$ cat config.mk
export PLATFORM = sky130hd
export DESIGN_NAME = imm_gen_pipe_flat
export DESIGN_NICKNAME = d
export VERILOG_FILES = /design/src/rtl/imm_pkg.sv /design/src/rtl/imm_gen_pipe_if.sv /design/src/rtl/imm_format_dec.sv /design/src/rtl/imm_gen_pipe.sv /design/src/flat_wrapper.sv
export SDC_FILE = /design/constraint.sdc
export NUM_CORES = 1
export LEC_CHECK = 0
export ABC_AREA = 1
export CORE_UTILIZATION = 25
export CTS_CLUSTER_DIAMETER = 200
export DETAILED_ROUTE_END_ITERATION = 8
export PLACE_DENSITY = 0.5
export RECOVER_POWER = 50
export SLEW_MARGIN = 15
export SYNTH_ARGS = -nofsm -noshare
export SYNTH_HDL_FRONTEND = slang
export SYNTH_HIERARCHICAL = 1
export SYNTH_SLANG_ARGS = --single-unit
$ cat constraint.sdc
create_clock -name clk -period 1.2 [get_ports clk]
set_input_delay 0.24 -clock clk [delete_from_list [all_inputs] [get_ports clk]]
set_output_delay 0.24 -clock clk [all_outputs]
set_load 0.005 [all_outputs]
$ cat src/rtl/imm_pkg.sv
// Shared definitions for the pipelined immediate generator: format codes,
// handshake state encoding and default datapath width.
package imm_pkg;

   localparam int unsigned XLEN_DEFAULT = 32;
   localparam int unsigned INSTR_W      = 25;   // instruction bits [31:7]

   typedef logic [2:0] immsrc_t;

   localparam immsrc_t IMMSRC_I = 3'b000;
   localparam immsrc_t IMMSRC_S = 3'b001;
   localparam immsrc_t IMMSRC_B = 3'b010;
   localparam immsrc_t IMMSRC_J = 3'b011;
   localparam immsrc_t IMMSRC_U = 3'b100;

   // Occupancy of the output register / skid register pair.
   // Bit 1 is "main register valid", bit 0 is "skid register valid".
   typedef enum logic [1:0] {
      ST_EMPTY = 2'b00,
      ST_ONE   = 2'b10,
      ST_FULL  = 2'b11
   } state_t;

endpackage

$ cat src/rtl/imm_gen_pipe_if.sv
// Upstream and downstream handshake bundle of the immediate generator.
// slave is the generator side, master is the fetch/execute (or bench) side.
interface imm_gen_pipe_if import imm_pkg::*; #(
   parameter int unsigned XLEN = XLEN_DEFAULT
);
   logic                 in_valid;
   logic                 in_ready;
   logic [INSTR_W-1:0]   instr;
   immsrc_t              immsrc;
   logic                 out_valid;
   logic                 out_ready;
   logic [XLEN-1:0]      immext;
   immsrc_t              out_immsrc;
   logic                 illegal;

   modport master (
      output in_valid, instr, immsrc, out_ready,
      input  in_ready, out_valid, immext, out_immsrc, illegal
   );

   modport slave (
      input  in_valid, instr, immsrc, out_ready,
      output in_ready, out_valid, immext, out_immsrc, illegal
   );
endinterface

$ cat src/rtl/imm_format_dec.sv
// Combinational RV32I/RV64I immediate decoder: extracts the I/S/B/J/U
// immediate from instruction bits [31:7] and sign-extends it to XLEN.
// Unknown format codes yield zero and raise illegal_o.
module imm_format_dec import imm_pkg::*; #(
   parameter int unsigned XLEN = XLEN_DEFAULT
) (
   input  logic [INSTR_W-1:0] instr_i,
   input  immsrc_t            immsrc_i,
   output logic [XLEN-1:0]    imm_o,
   output logic               illegal_o
);

   // Keep the original instruction bit numbering so the field slices read
   // exactly like the ISA manual.
   logic [31:7] f_s;
   logic [31:0] imm32_s;

   assign f_s = instr_i;

   // Select and assemble the 32-bit immediate for the requested format.
   always_comb begin
      imm32_s   = 32'd0;
      illegal_o = 1'b0;
      case (immsrc_i)
         IMMSRC_I: imm32_s = {{20{f_s[31]}}, f_s[31:20]};
         IMMSRC_S: imm32_s = {{20{f_s[31]}}, f_s[31:25], f_s[11:7]};
         IMMSRC_B: imm32_s = {{19{f_s[31]}}, f_s[31], f_s[7], f_s[30:25], f_s[11:8], 1'b0};
         IMMSRC_J: imm32_s = {{11{f_s[31]}}, f_s[31], f_s[19:12], f_s[20], f_s[30:21], 1'b0};
         IMMSRC_U: imm32_s = {f_s[31:12], 12'd0};
         default: begin
            imm32_s   = 32'd0;
            illegal_o = 1'b1;
         end
      endcase
   end

   // Every format is signed from bit 31, so widening to XLEN is a plain
   // sign extension of the 32-bit result (a no-op when XLEN is 32).
   assign imm_o = XLEN'(signed'(imm32_s));

endmodule

$ cat src/rtl/imm_gen_pipe.sv
// Pipelined immediate generator. The decode happens ahead of the output
// register so immext is a pure flop output. With SKID_EN=1 a second entry
// register absorbs one extra transfer, letting in_ready be registered with
// no combinational path from out_ready. With SKID_EN=0 there is a single
// register stage and in_ready = !out_valid || out_ready.
module imm_gen_pipe import imm_pkg::*; #(
   parameter int unsigned XLEN    = XLEN_DEFAULT,
   parameter bit          SKID_EN = 1'b1
) (
   input  logic          clk,
   input  logic          reset,
   input  logic          flush,
   imm_gen_pipe_if.slave bus
);

   logic [XLEN-1:0] dec_imm_s;
   logic            dec_ill_s;
   logic            in_ready_s;
   logic            accept_s;
   logic            emit_s;

   state_t          state_q,    state_d;
   logic            in_ready_q, in_ready_d;
   logic [XLEN-1:0] imm_q,      imm_d;
   immsrc_t         src_q,      src_d;
   logic            ill_q,      ill_d;
   logic [XLEN-1:0] skid_imm_q, skid_imm_d;
   immsrc_t         skid_src_q, skid_src_d;
   logic            skid_ill_q, skid_ill_d;

   imm_format_dec #(.XLEN(XLEN)) u_dec (
      .instr_i   (bus.instr),
      .immsrc_i  (bus.immsrc),
      .imm_o     (dec_imm_s),
      .illegal_o (dec_ill_s)
   );

   // Handshake qualifiers; flush blocks any accept in its cycle.
   always_comb begin
      in_ready_s = 1'b0;
      if (SKID_EN) begin
         in_ready_s = in_ready_q;
      end else begin
         in_ready_s = (state_q == ST_EMPTY) || bus.out_ready;
      end
      accept_s = bus.in_valid && in_ready_s && !flush;
      emit_s   = (state_q != ST_EMPTY) && bus.out_ready;
   end

   // Occupancy next state and entry register loads; flush wins over
   // accept and emit, and the skid entry always drains into main first.
   always_comb begin
      state_d    = state_q;
      imm_d      = imm_q;
      src_d      = src_q;
      ill_d      = ill_q;
      skid_imm_d = skid_imm_q;
      skid_src_d = skid_src_q;
      skid_ill_d = skid_ill_q;
      if (flush) begin
         state_d = ST_EMPTY;
      end else begin
         case (state_q)
            ST_EMPTY: begin
               if (accept_s) begin
                  state_d = ST_ONE;
                  imm_d   = dec_imm_s;
                  src_d   = bus.immsrc;
                  ill_d   = dec_ill_s;
               end else begin
                  state_d = ST_EMPTY;
               end
            end
            ST_ONE: begin
               if (accept_s && emit_s) begin
                  state_d = ST_ONE;
                  imm_d   = dec_imm_s;
                  src_d   = bus.immsrc;
                  ill_d   = dec_ill_s;
               end else if (emit_s) begin
                  state_d = ST_EMPTY;
               end else if (accept_s && SKID_EN) begin
                  state_d    = ST_FULL;
                  skid_imm_d = dec_imm_s;
                  skid_src_d = bus.immsrc;
                  skid_ill_d = dec_ill_s;
               end else begin
                  state_d = ST_ONE;
               end
            end
            ST_FULL: begin
               if (emit_s) begin
                  state_d = ST_ONE;
                  imm_d   = skid_imm_q;
                  src_d   = skid_src_q;
                  ill_d   = skid_ill_q;
               end else begin
                  state_d = ST_FULL;
               end
            end
            default: begin
               state_d = ST_EMPTY;
            end
         endcase
      end
      in_ready_d = (state_d != ST_FULL);
   end

   // Occupancy, registered in_ready and entry registers.
   always_ff @(posedge clk) begin
      if (reset) begin
         state_q    <= ST_EMPTY;
         in_ready_q <= 1'b1;
         imm_q      <= '0;
         src_q      <= 3'd0;
         ill_q      <= 1'b0;
         skid_imm_q <= '0;
         skid_src_q <= 3'd0;
         skid_ill_q <= 1'b0;
      end else begin
         state_q    <= state_d;
         in_ready_q <= in_ready_d;
         imm_q      <= imm_d;
         src_q      <= src_d;
         ill_q      <= ill_d;
         skid_imm_q <= skid_imm_d;
         skid_src_q <= skid_src_d;
         skid_ill_q <= skid_ill_d;
      end
   end

   assign bus.in_ready   = in_ready_s;
   assign bus.out_valid  = (state_q != ST_EMPTY);
   assign bus.immext     = imm_q;
   assign bus.out_immsrc = src_q;
   assign bus.illegal    = ill_q;

endmodule
$ cat src/flat_wrapper.sv
// flat-port wrapper written by rule: the top's interface ports become plain ports
module imm_gen_pipe_flat import imm_pkg::*;
#(
   parameter int unsigned XLEN    = XLEN_DEFAULT,
   parameter bit          SKID_EN = 1'b1
)
  (clk, reset, flush, bus_in_valid, bus_instr, bus_immsrc, bus_out_ready, bus_in_ready, bus_out_valid, bus_immext, bus_out_immsrc, bus_illegal);
  imm_gen_pipe_if #(.XLEN(XLEN)) bus_i ();
  input  logic clk;
  input  logic reset;
  input  logic flush;
  input wire logic [$bits(bus_i.in_valid)-1:0] bus_in_valid;
  input wire logic [$bits(bus_i.instr)-1:0] bus_instr;
  input wire logic [$bits(bus_i.immsrc)-1:0] bus_immsrc;
  input wire logic [$bits(bus_i.out_ready)-1:0] bus_out_ready;
  output wire logic [$bits(bus_i.in_ready)-1:0] bus_in_ready;
  output wire logic [$bits(bus_i.out_valid)-1:0] bus_out_valid;
  output wire logic [$bits(bus_i.immext)-1:0] bus_immext;
  output wire logic [$bits(bus_i.out_immsrc)-1:0] bus_out_immsrc;
  output wire logic [$bits(bus_i.illegal)-1:0] bus_illegal;
  assign bus_i.in_valid = bus_in_valid;
  assign bus_i.instr = bus_instr;
  assign bus_i.immsrc = bus_immsrc;
  assign bus_i.out_ready = bus_out_ready;
  assign bus_in_ready = bus_i.in_ready;
  assign bus_out_valid = bus_i.out_valid;
  assign bus_immext = bus_i.immext;
  assign bus_out_immsrc = bus_i.out_immsrc;
  assign bus_illegal = bus_i.illegal;
  imm_gen_pipe #(.XLEN(XLEN), .SKID_EN(SKID_EN)) u_core (.clk(clk), .reset(reset), .flush(flush), .bus(bus_i));
endmodule
==> flow_metrics.py, run 1 <==
metrics = {
    "synth": {
        "ys.flop_type": "dfxtp_1",
        "netlist_area_mm2": 0.00374,
        "ys_ff_latch": 75,
        "synth.distinct_cells": 23,
        "synth_edf_count": 0,
        "synth_warnings": 6,
        "yosys.area.top_type": "dfxtp_1",
        "netlist.area_leader.share_pct": 40.1,
        "async_flop_share_pct": 0,
        "synth_cells": 578,
        "synthTopCellsByArea": "dfxtp_1 40%, nand2_1 15%, o21ai_0 10%",
        "syn_nets": 611,
        "avgSynthCellArea_um2": 6.47,
        "ys_seq_area_share_pct": 40.1,
    },
    "die": {
        "io_pins": 71,
        "core_area_mm2": 0.0146,
        "die_x_um": 124,
        "rows": 44,
        "start_util_pct": 25.7,
        "dieArea_mm2": 0.0155,
        "die_h_um": 124,
    },
    "timing": {
        "drv_slew": 0,
        "period_share_pct": 119,
        "hold_slack_ns": 0.291,
        "relSlewSlack_pct": 74.1,
        "fin_ws_ns": -0.224,
        "worst_pin_slew_ns": 0.385,
        "rsz0062_at_grt": "true",
        "final-setup-viol-count": 75,
        "clock.fmax_mhz": 702,
        "skew_ns": 0.00525,
        "hold_violations": 0,
        "fin_setup_tns_ns": -11.79,
        "finalCriticalPeriod_ns": 1.42,
    },
    "drt": {
        "wl_um": 11500,
        "viasPerCell": 4.45,
        "drt-initial-drc-count": 177,
        "drt_pass1_iterations": 4,
        "vias": 3833,
        "ant_nets": 0,
        "routedWlPerCell_um": 13.3,
        "drc": 0,
    },
    "worst_setup_path": {
        "cp-end-kind": "flop",
        "crit-reg2reg-launch": "u_core/state_q[0]$_SDFF_PP0_",
        "rrSetupSlack_ns": -0.22,
        "cp_slowest_cell": "dfxtp_4",
        "max_stage_delay_ns": 0.35,
        "rr_endpoint": "u_core/bus.immext[7]$_SDFFE_PP0P_",
        "ff2ff_path_depth": 10,
        "crit_chain": "buf_6 > nand2_4 > nor2_4 > nor2_4 > nand3_4 > buf_6 > buf_12 > nand2_2 > nand2_1 > nor2_1",
        "setup.worst_path.class": "flop to flop",
        "crit_arrival_ns": 1.66,
        "required_ns": 1.44,
        "cp_max_fo": 8,
        "cp-start-kind": "flop",
    },
    "pwr": {
        "power_density_mw_per_mm2": 1080,
        "vdd_ir_drop_max_v": 0.000641,
        "power_leakage_nw": 2.74,
    },
    "global_routing": {
        "grt_pass1_wl_um": 19100,
        "globalRouteOverflowTotal": 0,
        "grt_pass1_vias": 3720,
        "grt_max_degree": 68,
        "antenna_found_initial": 0,
        "track_usage_pct": 15.6,
    },
    "status": {
        "status": "finished, violations left",
        "violations": "negative setup slack",
    },
    "clocking": {
        "path_clk_slew_ns": 0.06,
        "cts_max_level": 3,
        "cts_root_buf": "clkbuf_16",
        "cts_buffers": 9,
        "cts_sinks": 75,
        "insertion_delay_ns": 0.34,
        "cts_buffer_depth": 2,
        "cts_tree": "done",
    },
    "final_layout": {
        "area_growth_syn_to_layout_pct": 56.4,
        "diodes": 0,
        "layout_commonest_cell": "nand2_1",
        "filler_cell_count": 1510,
        "drive_gt1_share_pct": 27.7,
        "nNetsFinal": 708,
        "final_cell_mix": "128 x nand2_1, 78 x inv_1, 67 x nor2_1, 67 x dfxtp_1, 39 x dlygate4sd2_1",
    },
    "worst_hold_path": {
        "hold_start": "bus_immsrc[2]",
        "holdPathEnd": "u_core/skid_src_q[2]$_SDFFE_PP0P_",
        "hold_class": "input pin to flop",
        "whs_path_depth": 3,
    },
    "placed_design": {
        "portBuffers": 70,
        "gp_congestion": 0.768,
        "dp.final_hpwl_um": 6890,
    },
    "flow_run": {
        "drv_cap": 0,
    },
}
-- worst max-delay path, delay by kind of cell, from the launching register on --
family | cells | cell delay, ns
flip-flops | 1 | 0.35
AND/OR/NAND/NOR | 7 | 0.53
buffers and inverters | 3 | 0.44
-- repair_timing --
action,in CTS,in global routing
resized for setup,199,47
buffers inserted,13,1
hold buffers,0,0
pin swaps,8,20
gates cloned,13,0
setup endpoints to repair,112,76
-- cell usage after synthesis (4+ instances only) --
library cell  number
inv_1             82
nand2_1          151
dfxtp_1           75
a21oi_1           31
nand3_1           13
inv_2              4
nand4_1            4
o21ai_0           76
nor2_1            93
clkbuf_1          11
buf_6             10
buf_2              9
-- report_power, final --
group / switching (W) / leakage (nW) / internal (W)
clock network: 0.00103 / 0.140 / 0.00160
registers: 0.0000417 / 0.613 / 0.00258
logic: 0.000585 / 1.99 / 0.000507
total: 0.00166 / 2.74 / 0.00469
-- routing by layer --
| metal | up-vias | global-route usage, % | wire [um] |
|---|---|---|---|
| li1 | 1987 | - | - |
| met3 | 23 | 3.22 | 449 |
| met5 | - | 0 | 0 |
| met1 | 1735 | 20.1 | 5280 |
| met4 | 0 | 7.16 | 321 |
| met2 | 88 | 25.0 | 5450 |
-- stage by stage --
stage | area (um2) | setup slack [ns] | util, % | instances | power [W]
2_1_floorplan | 3750 | -0.0118 | - | 578 | 0.00313
3_3_place_gp | 4750 | -0.652 | 32.6 | 824 | 0.00358
3_5_place_dp | 4750 | -0.661 | 32.6 | 824 | 0.00358
4_1_cts | 5770 | -0.251 | 39.6 | 863 | 0.00638
5_1_grt | 5850 | -0.303 | 40.1 | 862 | 0.00663
6_report | 5850 | -0.224 | 40.1 | 862 | 0.00635
-- area by class of cell --
type	count	area (um2)	share of cell area [%]
clock inverter	1	7.51	0.128
sequential	75	1520	25.9
tap	184	230	3.93
timing repair buffer	118	1380	23.6
clock buffer	13	280	4.79
inverter	86	332	5.66
multi-input combinational	385	2110	36.0
-- kinds of logic after synthesis --
group / Yosys count / synth area share [%]
AOI/OAI and AO/OA: 109 / 14.9
DFF: 75 / 40.1
and+or+nand+nor: 276 / 30.7
buffers and inverters: 118 / 14.3
-- state kept, by name, indices dropped and copies added, names as in the netlist --
register               count
u_core/skid_imm_q         32
u_core/skid_src_q          3
u_core/bus.out_immsrc      3
u_core/bus.immext         32
u_core/state_q             2
u_core/bus.in_ready        1
u_core/bus.illegal         1
u_core/skid_ill_q          1
-- worst max path at each step --
stage,start,endpoint,slack (ns),cells past startpoint
after global placement,bus_immsrc[1],u_core/bus.immext[15]$_SDFFE_PP0P_,-0.65,8
after detailed placement,bus_immsrc[1],u_core/bus.immext[15]$_SDFFE_PP0P_,-0.66,8
after floorplan,u_core/state_q[1]$_SDFF_PP0_,u_core/bus.illegal$_SDFFE_PP0P_,-0.01,9
after CTS,u_core/state_q[1]$_SDFF_PP0_,bus_out_valid,-0.25,4
after global routing,u_core/state_q[0]$_SDFF_PP0_,u_core/bus.immext[1]$_SDFFE_PP0P_,-0.30,10
final,u_core/state_q[0]$_SDFF_PP0_,u_core/bus.immext[7]$_SDFFE_PP0P_,-0.22,10
No activity file was read; power rests on OpenSTA's default activity.
==> run 2: changes to the inputs <==
- CTS_BUF_LIST: not set -> sky130_fd_sc_hd__clkbuf_4
==> flow_metrics.py, run 2 (synthesized netlist as in run 1, its figures left out) <==
metrics = {
    "global_routing": {
        "globalRouteOverflowTotal": 0,
        "antenna_found_initial": 0,
        "grt_pass1_vias": 3548,
        "track_usage_pct": 14.4,
        "grt_pass1_wl_um": 17700,
        "grt_max_degree": 68,
    },
    "final_layout": {
        "design_area_mm2": 0.00511,
        "diodes": 0,
        "drive_gt1_share_pct": 25.9,
        "final_cell_mix": "140 x nand2_1, 87 x nor2_1, 80 x inv_1, 46 x dfxtp_1, 44 x o21ai_0",
        "area_growth_syn_to_layout_pct": 36.5,
        "filler_cell_count": 1581,
        "layout_commonest_cell": "nand2_1",
        "nNetsFinal": 699,
    },
    "clocking": {
        "cts_buffer_depth": 2,
        "cts_buffers": 9,
        "cts_sinks": 75,
        "path_clk_slew_ns": 0.11,
        "hold_buffers": 0,
        "cts_root_buf": "clkbuf_4",
        "cts_max_level": 3,
        "cts_tree": "done",
        "insertion_delay_ns": 0.43,
    },
    "worst_setup_path": {
        "cp_slowest_cell": "dfxtp_4",
        "crit_start": "u_core/state_q[0]$_SDFF_PP0_",
        "cp-start-kind": "flop",
        "ff2ff_path_depth": 7,
        "setup.worst_path.class": "flop to flop",
        "crit_arrival_ns": 1.71,
        "crit_path_end": "u_core/skid_imm_q[9]$_SDFFE_PP0P_",
        "crit_top_cell": "buf_12",
        "max_stage_delay_ns": 0.38,
        "cp-end-kind": "flop",
        "required_ns": 1.53,
        "crit-reg2reg-launch": "u_core/state_q[0]$_SDFF_PP0_",
        "rr_endpoint": "u_core/skid_imm_q[9]$_SDFFE_PP0P_",
        "cp_max_fo": 9,
        "rrSetupSlack_ns": -0.18,
        "crit_chain": "buf_6 > nor2_4 > nand3_4 > buf_12 > buf_12 > o21ai_0 > a21oi_1",
    },
    "timing": {
        "clock.fmax_mhz": 725,
        "skew_ns": 0.0105,
        "period_share_pct": 115,
        "fin_ws_ns": -0.180,
        "fin_setup_tns_ns": -10.86,
        "relSlewSlack_pct": 77.2,
        "worst_pin_slew_ns": 0.339,
        "finalCriticalPeriod_ns": 1.38,
        "drv_slew": 0,
        "hold_violations": 0,
        "rsz0062_at_grt": "true",
        "final-setup-viol-count": 75,
    },
    "drt": {
        "viasPerCell": 4.31,
        "routedWlPerCell_um": 12.3,
        "wl_um": 10500,
        "drc": 0,
        "drt-initial-drc-count": 222,
        "drt_pass1_iterations": 4,
        "vias": 3676,
        "ant_nets": 0,
    },
    "placed_design": {
        "gp_congestion": 0.768,
        "placed_area_mm2": 0.00475,
        "portBuffers": 70,
        "dp.final_hpwl_um": 6890,
    },
    "flow_run": {
        "drv_cap": 0,
    },
    "pwr": {
        "vdd_ir_drop_max_v": 0.000436,
        "power_density_mw_per_mm2": 932,
        "power.total_w": 0.00476,
        "power_leakage_nw": 2.46,
    },
    "status": {
        "violations": "negative setup slack",
        "status": "finished, violations left",
    },
    "die": {
        "start_util_pct": 25.7,
        "io_pins": 71,
        "die_h_um": 124,
        "dieArea_mm2": 0.0155,
        "die_x_um": 124,
        "core_area_mm2": 0.0146,
        "rows": 44,
    },
    "worst_hold_path": {
        "hold_class": "input pin to flop",
    },
}
==> run 2: area by class of cell <==
cell class              instances  area, um2  share of cell area [%]
clock inverters                 5       22.5                   0.441
flip-flops and latches         75       1550                    30.3
clock buffers                   9       67.6                    1.32
multi-input cells             385       1840                    36.1
inverters                      86        329                    6.44
well taps                     184        230                    4.51
repair buffers                109       1070                    20.9
==> run 2: repair_timing <==
item,CTS,global route
hold endpoints to repair,0,0
gates cloned,5,0
resized for setup,250,33
setup buffers,10,0
endpoints found under the setup margin,112,79
pin swaps,3,0
==> run 2: worst max-delay path, delay by kind of cell (launching register included) <==
kind | cells | cell delay [ns]
buf+inv | 3 | 0.44
compound gates | 2 | 0.20
flops | 1 | 0.38
simple gates | 2 | 0.26
==> run 2: worst min path at each step <==
stage | cells after the start | from | to | slack (ns)
after floorplan | 1 | reset | u_core/state_q[0]$_SDFF_PP0_ | 0.32
after global routing | 3 | bus_immsrc[2] | u_core/skid_src_q[2]$_SDFFE_PP0P_ | 0.32
after CTS | 3 | bus_immsrc[2] | u_core/skid_src_q[2]$_SDFFE_PP0P_ | 0.30
after detailed placement | 2 | u_core/skid_imm_q[28]$_SDFFE_PP0P_ | u_core/skid_imm_q[28]$_SDFFE_PP0P_ | 0.44
final | 3 | bus_immsrc[2] | u_core/skid_src_q[2]$_SDFFE_PP0P_ | 0.34
after global placement | 2 | u_core/skid_imm_q[29]$_SDFFE_PP0P_ | u_core/skid_imm_q[29]$_SDFFE_PP0P_ | 0.43
==> run 2: layer usage <==
layer / GRT usage (%) / vias up / share of wire [%]
li1: - / 1954 / -
met1: 18.7 / 1646 / 48
met2: 22.5 / 62 / 46
met3: 3.35 / 14 / 3.9
met4: 6.24 / 0 / 1.8
met5: 0 / - / 0
==> run 2: power by group <==
group / internal, W / total (W) / switching (W)
Sequential: 0.00258 / 0.00263 / 0.0000432
Clock: 0.000376 / 0.00123 / 0.000854
Combinational: 0.000412 / 0.000902 / 0.000490
==> run 2: through the flow <==
step / setup WS, ns / util (%) / instances / hold slack, ns
4_1_cts: -0.177 / 34.7 / 853 / 0.299
3_3_place_gp: -0.652 / 32.6 / 824 / 0.431
6_report: -0.180 / 35.0 / 853 / 0.344
5_1_grt: -0.266 / 35.0 / 853 / 0.319
3_5_place_dp: -0.661 / 32.6 / 824 / 0.437
2_1_floorplan: -0.0118 / - / 578 / 0.317
